**src/rtl/keypad_entry.sv**
```systemverilog
// Keypad front end: scans a 4x8 active-low key matrix, debounces whole scan frames,
// shifts hex digits into a 16-bit entry and turns function keys into one-cycle pulses.
module keypad_entry #(
    parameter int unsigned SCAN_DIV = 1024,
    parameter int unsigned DEBOUNCE = 4
) (
    input  logic        clk,
    input  logic        rst_n,
    output logic [3:0]  row_n,
    input  logic [7:0]  col_n,
    output logic [15:0] userInput,
    output logic        inputValid,
    output logic [2:0]  digits,
    output logic [11:0] fkey
);

    localparam int unsigned CW = (SCAN_DIV > 1) ? $clog2(SCAN_DIV) : 1;

    typedef enum logic [1:0] {RES_NONE, RES_KEY, RES_MULTI} res_t;
    typedef enum logic {IDLE, PRESSED} state_t;

    logic [CW-1:0] scan_cnt;
    logic [1:0]    row;
    logic [7:0]    col_meta;
    logic [7:0]    col_sync;
    logic          row_last;
    logic          frame_end;

    logic [1:0]    acc_hits;
    logic [4:0]    acc_code;
    logic [1:0]    row_hits;
    logic [2:0]    row_col;
    logic [1:0]    tot_hits;
    logic [4:0]    tot_code;

    res_t          res_kind;
    logic [4:0]    res_code;
    res_t          prev_kind;
    logic [4:0]    prev_code;
    logic [3:0]    stab;
    logic [3:0]    stab_next;
    logic          stable;

    state_t        state;
    state_t        state_next;
    logic          accept;
    logic          acc_digit;
    logic          acc_fkey;
    logic          acc_clr;
    logic [11:0]   fkey_next;

    assign row_last  = (scan_cnt == CW'(SCAN_DIV - 1));
    assign frame_end = row_last && (row == 2'd3);

    always_comb begin
        row_n = ~(4'b0001 << row);
    end

    // Key count per frame saturates at 2 so anything beyond one key reads as MULTI.
    always_comb begin
        row_hits = 2'd0;
        row_col  = 3'd0;
        for (int unsigned i = 0; i < 8; i++) begin
            if (!col_sync[i]) begin
                if (row_hits == 2'd0) row_col = 3'(i);
                if (row_hits != 2'd2) row_hits = row_hits + 2'd1;
            end
        end
        tot_hits = acc_hits;
        tot_code = acc_code;
        if (row_hits != 2'd0) begin
            if (acc_hits == 2'd0 && row_hits == 2'd1) begin
                tot_hits = 2'd1;
                tot_code = {row, row_col};
            end else begin
                tot_hits = 2'd2;
            end
        end
    end

    always_comb begin
        res_kind = RES_NONE;
        res_code = '0;
        case (tot_hits)
            2'd0:    res_kind = RES_NONE;
            2'd1: begin
                res_kind = RES_KEY;
                res_code = tot_code;
            end
            default: res_kind = RES_MULTI;
        endcase
        if (res_kind == prev_kind && res_code == prev_code)
            stab_next = (stab == 4'd15) ? stab : stab + 4'd1;
        else
            stab_next = 4'd1;
        stable = (stab_next >= 4'(DEBOUNCE));
    end

    always_ff @(posedge clk) begin
        if (!rst_n) begin
            scan_cnt  <= '0;
            row       <= 2'd0;
            col_meta  <= '1;
            col_sync  <= '1;
            acc_hits  <= 2'd0;
            acc_code  <= '0;
            prev_kind <= RES_NONE;
            prev_code <= '0;
            stab      <= 4'd0;
        end else begin
            col_meta <= col_n;
            col_sync <= col_meta;
            if (row_last) begin
                scan_cnt <= '0;
                row      <= row + 2'd1;
                if (row == 2'd3) begin
                    acc_hits  <= 2'd0;
                    acc_code  <= '0;
                    prev_kind <= res_kind;
                    prev_code <= res_code;
                    stab      <= stab_next;
                end else begin
                    acc_hits <= tot_hits;
                    acc_code <= tot_code;
                end
            end else begin
                scan_cnt <= scan_cnt + 1'b1;
            end
        end
    end

    always_ff @(posedge clk) begin
        if (!rst_n) state <= IDLE;
        else        state <= state_next;
    end

    // Only a debounced release leaves PRESSED; other keys and MULTI frames are ignored.
    always_comb begin
        state_next = state;
        if (frame_end) begin
            case (state)
                IDLE:    if (res_kind == RES_KEY && stable) state_next = PRESSED;
                PRESSED: if (res_kind == RES_NONE && stable) state_next = IDLE;
                default: state_next = IDLE;
            endcase
        end
    end

    always_comb begin
        accept    = frame_end && (state == IDLE) && (res_kind == RES_KEY) && stable;
        acc_digit = accept && !res_code[4];
        acc_fkey  = accept && res_code[4] && (res_code[3:0] <= 4'd11);
        acc_clr   = accept && (res_code == 5'd28);
        fkey_next = '0;
        if (acc_fkey) fkey_next[res_code[3:0]] = 1'b1;
    end

    // A command pulse consumes the entry on the cycle after it is shown.
    always_ff @(posedge clk) begin
        if (!rst_n) begin
            userInput  <= '0;
            digits     <= 3'd0;
            inputValid <= 1'b0;
            fkey       <= '0;
        end else begin
            fkey <= fkey_next;
            if (fkey != '0 || acc_clr) begin
                userInput  <= '0;
                digits     <= 3'd0;
                inputValid <= 1'b0;
            end else if (acc_digit) begin
                userInput  <= {userInput[11:0], res_code[3:0]};
                digits     <= (digits == 3'd4) ? digits : digits + 3'd1;
                inputValid <= 1'b1;
            end
        end
    end

endmodule

```
**config.mk**
```make
export PLATFORM = sky130hd
export DESIGN_NAME = keypad_entry
export DESIGN_NICKNAME = d
export VERILOG_FILES = /design/src/rtl/keypad_entry.sv
export SDC_FILE = /design/constraint.sdc
export NUM_CORES = 1
export LEC_CHECK = 0
export CAP_MARGIN = 20
export CORE_MARGIN = 10
export CORE_UTILIZATION = 45
export DETAILED_ROUTE_END_ITERATION = 16
export DONT_BUFFER_PORTS = 1
export PLACE_DENSITY = 0.72
export SETUP_SLACK_MARGIN = 0.3
export SLEW_MARGIN = 10
export SYNTH_ARGS = -nofsm -noshare
export SYNTH_HDL_FRONTEND = slang
export SYNTH_SLANG_ARGS = --single-unit
```
**constraint.sdc**
```tcl
create_clock -name clk -period 4.7 [get_ports clk]
set_input_delay 0.47 -clock clk [delete_from_list [all_inputs] [get_ports clk]]
set_output_delay 0.47 -clock clk [all_outputs]
set_load 0.05 [all_outputs]
```
**Word level (Yosys, flattened, before mapping)**

Cells that the tools add are included.

- Flip-flop bits (word level): 79
- Bits of input ports: 10
- Output and inout port bits: 36
- Logic and storage cells: 127

- Add/subtract/negate cells: 11
- Magnitude comparators: 4
- Equality and inequality tests: 17
- Shifts and indexed selects: 1
- Mux-type cells: 44
- Bitwise operators: 4
- Reduce and logical (&&, ||, !) cells: 32

Operator list:

| kind | count |
|---|---|
| $mux 3 | 12 |
| $mux 2 | 17 |
| $logic_not 2->1 | 10 |
| $mux 5 | 4 |
| $add 2x1->2 const B | 8 |
| $ne 2x2->1 const B | 7 |
| $logic_and 1x1->1 | 13 |
| $reduce_bool 12->1 | 1 |
| $add 10x1->10 const B | 1 |
| $eq 10x10->1 const B | 1 |
| $mux 4 | 2 |
| $eq 2x1->1 const B | 3 |
| $mux 1 | 6 |
| $reduce_and 2->1 | 3 |
| $eq 5x5->1 | 1 |
| $eq 5x5->1 const B | 1 |
| $lt 4x5->1 const B | 1 |
| $add 4x1->4 const B | 1 |
| $demux 1 s4 | 1 |
| $eq 4x4->1 const B | 1 |
| $ge 4x1->1 const B | 1 |
| $ge 4x3->1 const B | 1 |
| $le 4x4->1 const B | 1 |
| $not 4->4 | 1 |
| other kinds (12) | 15 |

**Longest topological paths before layout**

- Depth after elaboration: 36
- Mapped depth: 27
- Gate-level depth less buffers: 24

**Worst setup path after synthesis**

OpenSTA, ideal clock, no wires.

- Path type: reg-to-reg
- Start: register col_sync[0]
- End: register userInput[3]
- Library setup time: 0.140 ns
- Arrival time: 5.083 ns
- Required time: 4.560 ns
- Setup slack: -0.523 ns
- Cell stages (with the launch flop): 25
- Path buffers: 2
- Clock period less this slack: 5.223 ns
- Path through: dfxtp_1 > inv_1 > ha_1 > or4b_4 > o211ai_2 > and3_1 > o21ai_0 > nor2_1 > nor3_1 > a31oi_1 > inv_1 > ha_1 > nand2b_1 > and2_1 > ha_1 > o21a_1 > or3_1 > or4_1 > and3_1 > a311oi_2 > and3_1 > buf_2 > a41o_1 > buf_6 > a311oi_2

- Cells in the longest elaborated chain, start to end: 36

Ends and longest elaborated chain:

| item | line | text |
|---|---|---|
| start, declared | 25 | `logic [7:0] col_sync;` |
| start signal, assigned | 112 | `col_sync <= col_meta;` |
| $mux 1 * | 64 | `if (!col_sync[i]) begin` |
| $add 2x1->2 / $ne 2x2->1 (equally long branches) | 66 | `if (row_hits != 2'd2) row_hits = row_hits + 2'd1;` |
| $mux 2 | 66 |  |
| $mux 2 | 64 |  |
| $add 2x1->2 / $ne 2x2->1 (equally long branches) | 66 |  |
| $mux 2 | 66 |  |
| $mux 2 | 64 |  |
| $add 2x1->2 / $ne 2x2->1 (equally long branches) | 66 |  |
| (+20 left out) | - |  |
| $eq 2x2->1 / $eq 5x5->1 (equally long branches) | 92 | `if (res_kind == prev_kind && res_code == prev_code)` |
| $logic_and 1x1->1 | 92 |  |
| $mux 4 | 92 |  |
| $ge 4x3->1 | 96 | `stable = (stab_next >= 4'(DEBOUNCE));` |
| $logic_and 1x1->1 | 150 | `accept = frame_end && (state == IDLE) && (res_kind == RES_KEY) && stable;` |
| $logic_and 1x1->1 | 153 | `acc_clr = accept && (res_code == 5'd28);` |
| $logic_or 1x1->1 | 167 | `if (fkey != '0 \|\| acc_clr) begin` |
| $reduce_or 2->1 (no source line) | - |  |
| end signal, assigned | 172 | `userInput <= {userInput[11:0], res_code[3:0]};` |
| end, declared | 11 | `output logic [15:0] userInput,` |

Mark *: on every way between the ends. The rest lies on a longest branch, timed or not.
A chain may end at the register's enable or synchronous reset.

**Worst setup path in the final report**

- Start: register col_sync[1]
- End: register userInput[3]

- Cells in the longest elaborated chain, start to end: 33

Ends and longest elaborated chain:

| item | line |
|---|---|
| $mux 2 | 64 |
| $add 2x1->2 / $ne 2x2->1 (equally long branches) | 66 |
| $mux 2 | 66 |
| $mux 2 | 64 |
| $add 2x1->2 / $ne 2x2->1 (equally long branches) | 66 |
| $mux 2 | 66 |
| $mux 2 | 64 |
| $add 2x1->2 / $ne 2x2->1 (equally long branches) | 66 |
| (+17 left out) | - |
| $eq 2x2->1 / $eq 5x5->1 (equally long branches) | 92 |
| $logic_and 1x1->1 | 92 |
| $mux 4 | 92 |
| $ge 4x3->1 | 96 |
| $logic_and 1x1->1 | 150 |
| $logic_and 1x1->1 | 153 |
| $logic_or 1x1->1 | 167 |
| $reduce_or 2->1 (no source line) | - |

Parallel ways exist; a longest one is shown, timed or not.

==> impl_metrics.tcl <==
set metrics [dict create \
    status "finished, violations left" \
    violations "setup timing" \
    fp-row-count 35 \
    grt_remaining_overflow 0 \
    critical-path-max-stage-delay_ns 0.58 \
    worst_setup_hold_path_clk_slew_ns 0.10 \
    critPathMaxFanout 10 \
    portBuffers 0 \
    maximum_number_of_pins_on_one_net_before_global_route_repair 24 \
    final_layout_size_suffix_gt1_share_pct 33.2 \
    minimum_clock_period_ns 5.08 \
    synth_top_cells_by_area "sky130_fd_sc_hd__dfxtp_1 38%, sky130_fd_sc_hd__nor2_1 4.9%, sky130_fd_sc_hd__nand3_1 4.8%" \
    grt_setup_unrepaired "true" \
    numCtsBuffers 9 \
    yosys_register_bits 79 \
    maxCapViolations 0 \
    number_of_antenna_violations_at_the_first_check_in_global_routing 0 \
    dr.pass1.iters 5 \
    synth_cell_types 67 \
    critPathRequiredTime_ns 4.96 \
    clock_latency_of_the_later_clocked_register_in_the_worst_skew_pair_ns 0.36 \
    dieHeight_um 116 \
    fin_worst_skew_ns 0.0180 \
    antenna_diode_count 0 \
    tightest_slew_ns 0.647 \
    mappedNetlistNets 523 \
    ys_seq_area_share_pct 38.0 \
    largest_area_contributor_in_the_synthesized_netlist "sky130_fd_sc_hd__dfxtp_1" \
    post_drt_via_cell_ratio 6.13 \
    leakagePower_nw 2.11 \
    detail_route.drc_violations 0 \
    crit_slowest_cell "sky130_fd_sc_hd__or4b_4" \
    dominantRegCellSynth "sky130_fd_sc_hd__dfxtp_1" \
    place_hpwl_mm 8.15 \
    grt_pass1_vias 4069 \
    postRouteWirelength_mm 12.4 \
    fin_worst_hold_slack_ns 0.213 \
    report.final.slew_viol_count 0 \
    floorplan.die.width_um 116 \
    post-route-worst-setup-slack_ns -0.385 \
    crit_buf_inv 9 \
    report.final.hold_viol_count 0 \
    critical_path.top_delay_family "compound AO/OA/AOI/OAI gates" \
    gp_routability_congestion 0.922 \
    met2_wire_length_mm 5.85 \
    dp_worst_setup_slack_ns -0.357 \
    timing.hold.worst.class "in2reg" \
    finalCritPeriodShare_pct 108 \
    detailroute.wirelength.met3_mm 1.07 \
    wl_per_cell_um 18.2 \
    peakVddDrop_v 0.000185 \
    setup_viol 37 \
    dieArea_um2 13500 \
    clock_tree.htree_level_count 3 \
    critical_path.most_common_cell "sky130_fd_sc_hd__buf_4" \
    synth-async-reset-ratio_pct 0 \
    coreArea_um2 9110 \
    clockRootBuffer "sky130_fd_sc_hd__clkbuf_8" \
    wire_length_of_the_first_global_routing_pass_mm 18.8 \
    synthesis.yosys.warnings 0 \
    detail-route-antenna-nets 0 \
    synthCells 498 \
    syn_area_per_cell_um2 8.36 \
    num_vias 4195 \
    post_layout_net_count 593 \
    cts.path.max_buffers 2 \
    cts_sinks 79 \
    timing.critical_path.from_type "flip-flop" \
    areaGrowthSynthToFinish_pct 33.3 \
    routed_metal_1_wire_length_mm 5.16 \
    max_freq_ghz 0.197 \
    power.density_nw_per_um2 287 \
    top_layer "met4" \
    netlist_area_um2 4160 \
    cp.arrival_ns 5.35 \
    globalRouteTotalUtil_pct 16.9 \
    ioPinCount 46 \
    floorplan.initialDensity_pct 45.7 \
    synth_top_cell_area_share_pct 38.0 \
    tritoncts "yes" \
    setup.worst_path.class "reg2reg" \
    cts-hold-fix-buffers 0 \
    max-slew-margin-rel_pct 56.8 \
    edff_count_synth 0 \
    dr.first_iter.drc_count 448 \
    setup.worst_path.end_class "flip-flop" \
]
==> kinds of logic after synthesis <==
family                   after synthesis  share of synthesized area, %
multiplexers                           2                         0.601
AND/OR/NAND/NOR                      224                          28.2
flip-flops                            79                          38.0
buffers and inverters                 41                          4.69
AO/OA/AOI/OAI                        126                          21.6
adder cells (fa/ha/maj)               15                          4.51
XOR/XNOR                              11                          2.32
==> per-layer routing <==
metal | track usage [%] | up-vias
li1 | - | 1962
met1 | 20.4 | 1994
met2 | 28.8 | 205
met3 | 4.57 | 34
met4 | 4.84 | 0
met5 | 0 | -
==> per-stage QoR <==
stage	std cells	area, um2	TNS (ns)	utilization [%]	power [mW]
after floorplan	498	4250	-3.43	-	0.880
after CTS	675	5170	-6.04	56.7	1.54
after global routing	684	5550	-19.16	60.9	1.66
after detailed placement	652	4790	-9.47	52.6	0.980
final	684	5550	-11.39	60.9	1.59
after global placement	652	4790	-5.64	52.6	0.973
==> layout by cell type, fill, tap and decap left out, drive strengths merged, types with 9 or more instances in the layout <==
master  instances
buf            83
dfxtp          79
nor2           54
nand3          41
a21oi          38
nand2          33
o21ai          29
nand2b         21
inv            19
and3           19
ha             15
nor3           14
clkbuf         10
nand4           9
==> Yosys cell counts, drive strengths merged (2+ instances only) <==
library cell   n
nand2         33
a311oi         7
and2           8
ha            15
xor2           5
a21boi         4
nand4          9
or2            2
nand2b        21
a41oi          3
o2111ai        3
nor2b          4
o211ai         5
dfxtp         79
a221oi         2
a211oi         6
nor2          54
nor4b          2
nor4           2
a22oi          3
a22o           2
a221o          3
o21ai         29
buf           12
o21a           3
a31o           2
and3          19
nor3          14
and4           3
o211a          2
or3            2
nand3b         6
clkbuf        13
nand3         41
a31oi          6
a21oi         38
inv           16
xnor2          6
==> sequential cells by signal, summed over array words and instances, names as in the netlist <==
name,cells
acc_code,5
acc_hits,2
col_meta,8
col_sync,8
digits,3
fkey,12
inputValid,1
prev_code,5
prev_kind,2
row,2
scan_cnt,10
stab,4
state,1
userInput,16
==> area by class of cell <==
cell class	instances	area [um2]
inverters	16	62.6
multi-input cells	378	2790
flip-flops and latches	79	1580
clock inverters	7	88.8
repair buffers	84	762
fillers	729	3560
well taps	111	139
clock buffers	9	124
==> timing repair <==
item	4_1_cts	5_1_grt
gates cloned	1	1
pin swaps	9	24
setup buffers	6	8
gates resized for setup	19	81
endpoints found under the setup margin	44	48
==> path summary, 6_finish.rpt <==
check,cells after the start,start,to,slack (ns)
max,27,col_sync[1]$_SDFF_PN1_,userInput[3]$_SDFFE_PP0P_,-0.38
min,1,rst_n,col_meta[3]$_SDFF_PN1_,0.21
max reg2reg,27,col_sync[1]$_SDFF_PN1_,userInput[3]$_SDFFE_PP0P_,-0.38
min reg2reg,1,col_meta[6]$_SDFF_PN1_,col_sync[6]$_SDFF_PN1_,0.41
==> where the power goes <==
group | leakage (nW) | switching (mW) | internal, mW
Sequential | 0.640 | 0.00722 | 0.677
Combinational | 1.36 | 0.195 | 0.177
Clock | 0.104 | 0.281 | 0.257
Note: power is estimated with default switching activity, not from simulation.
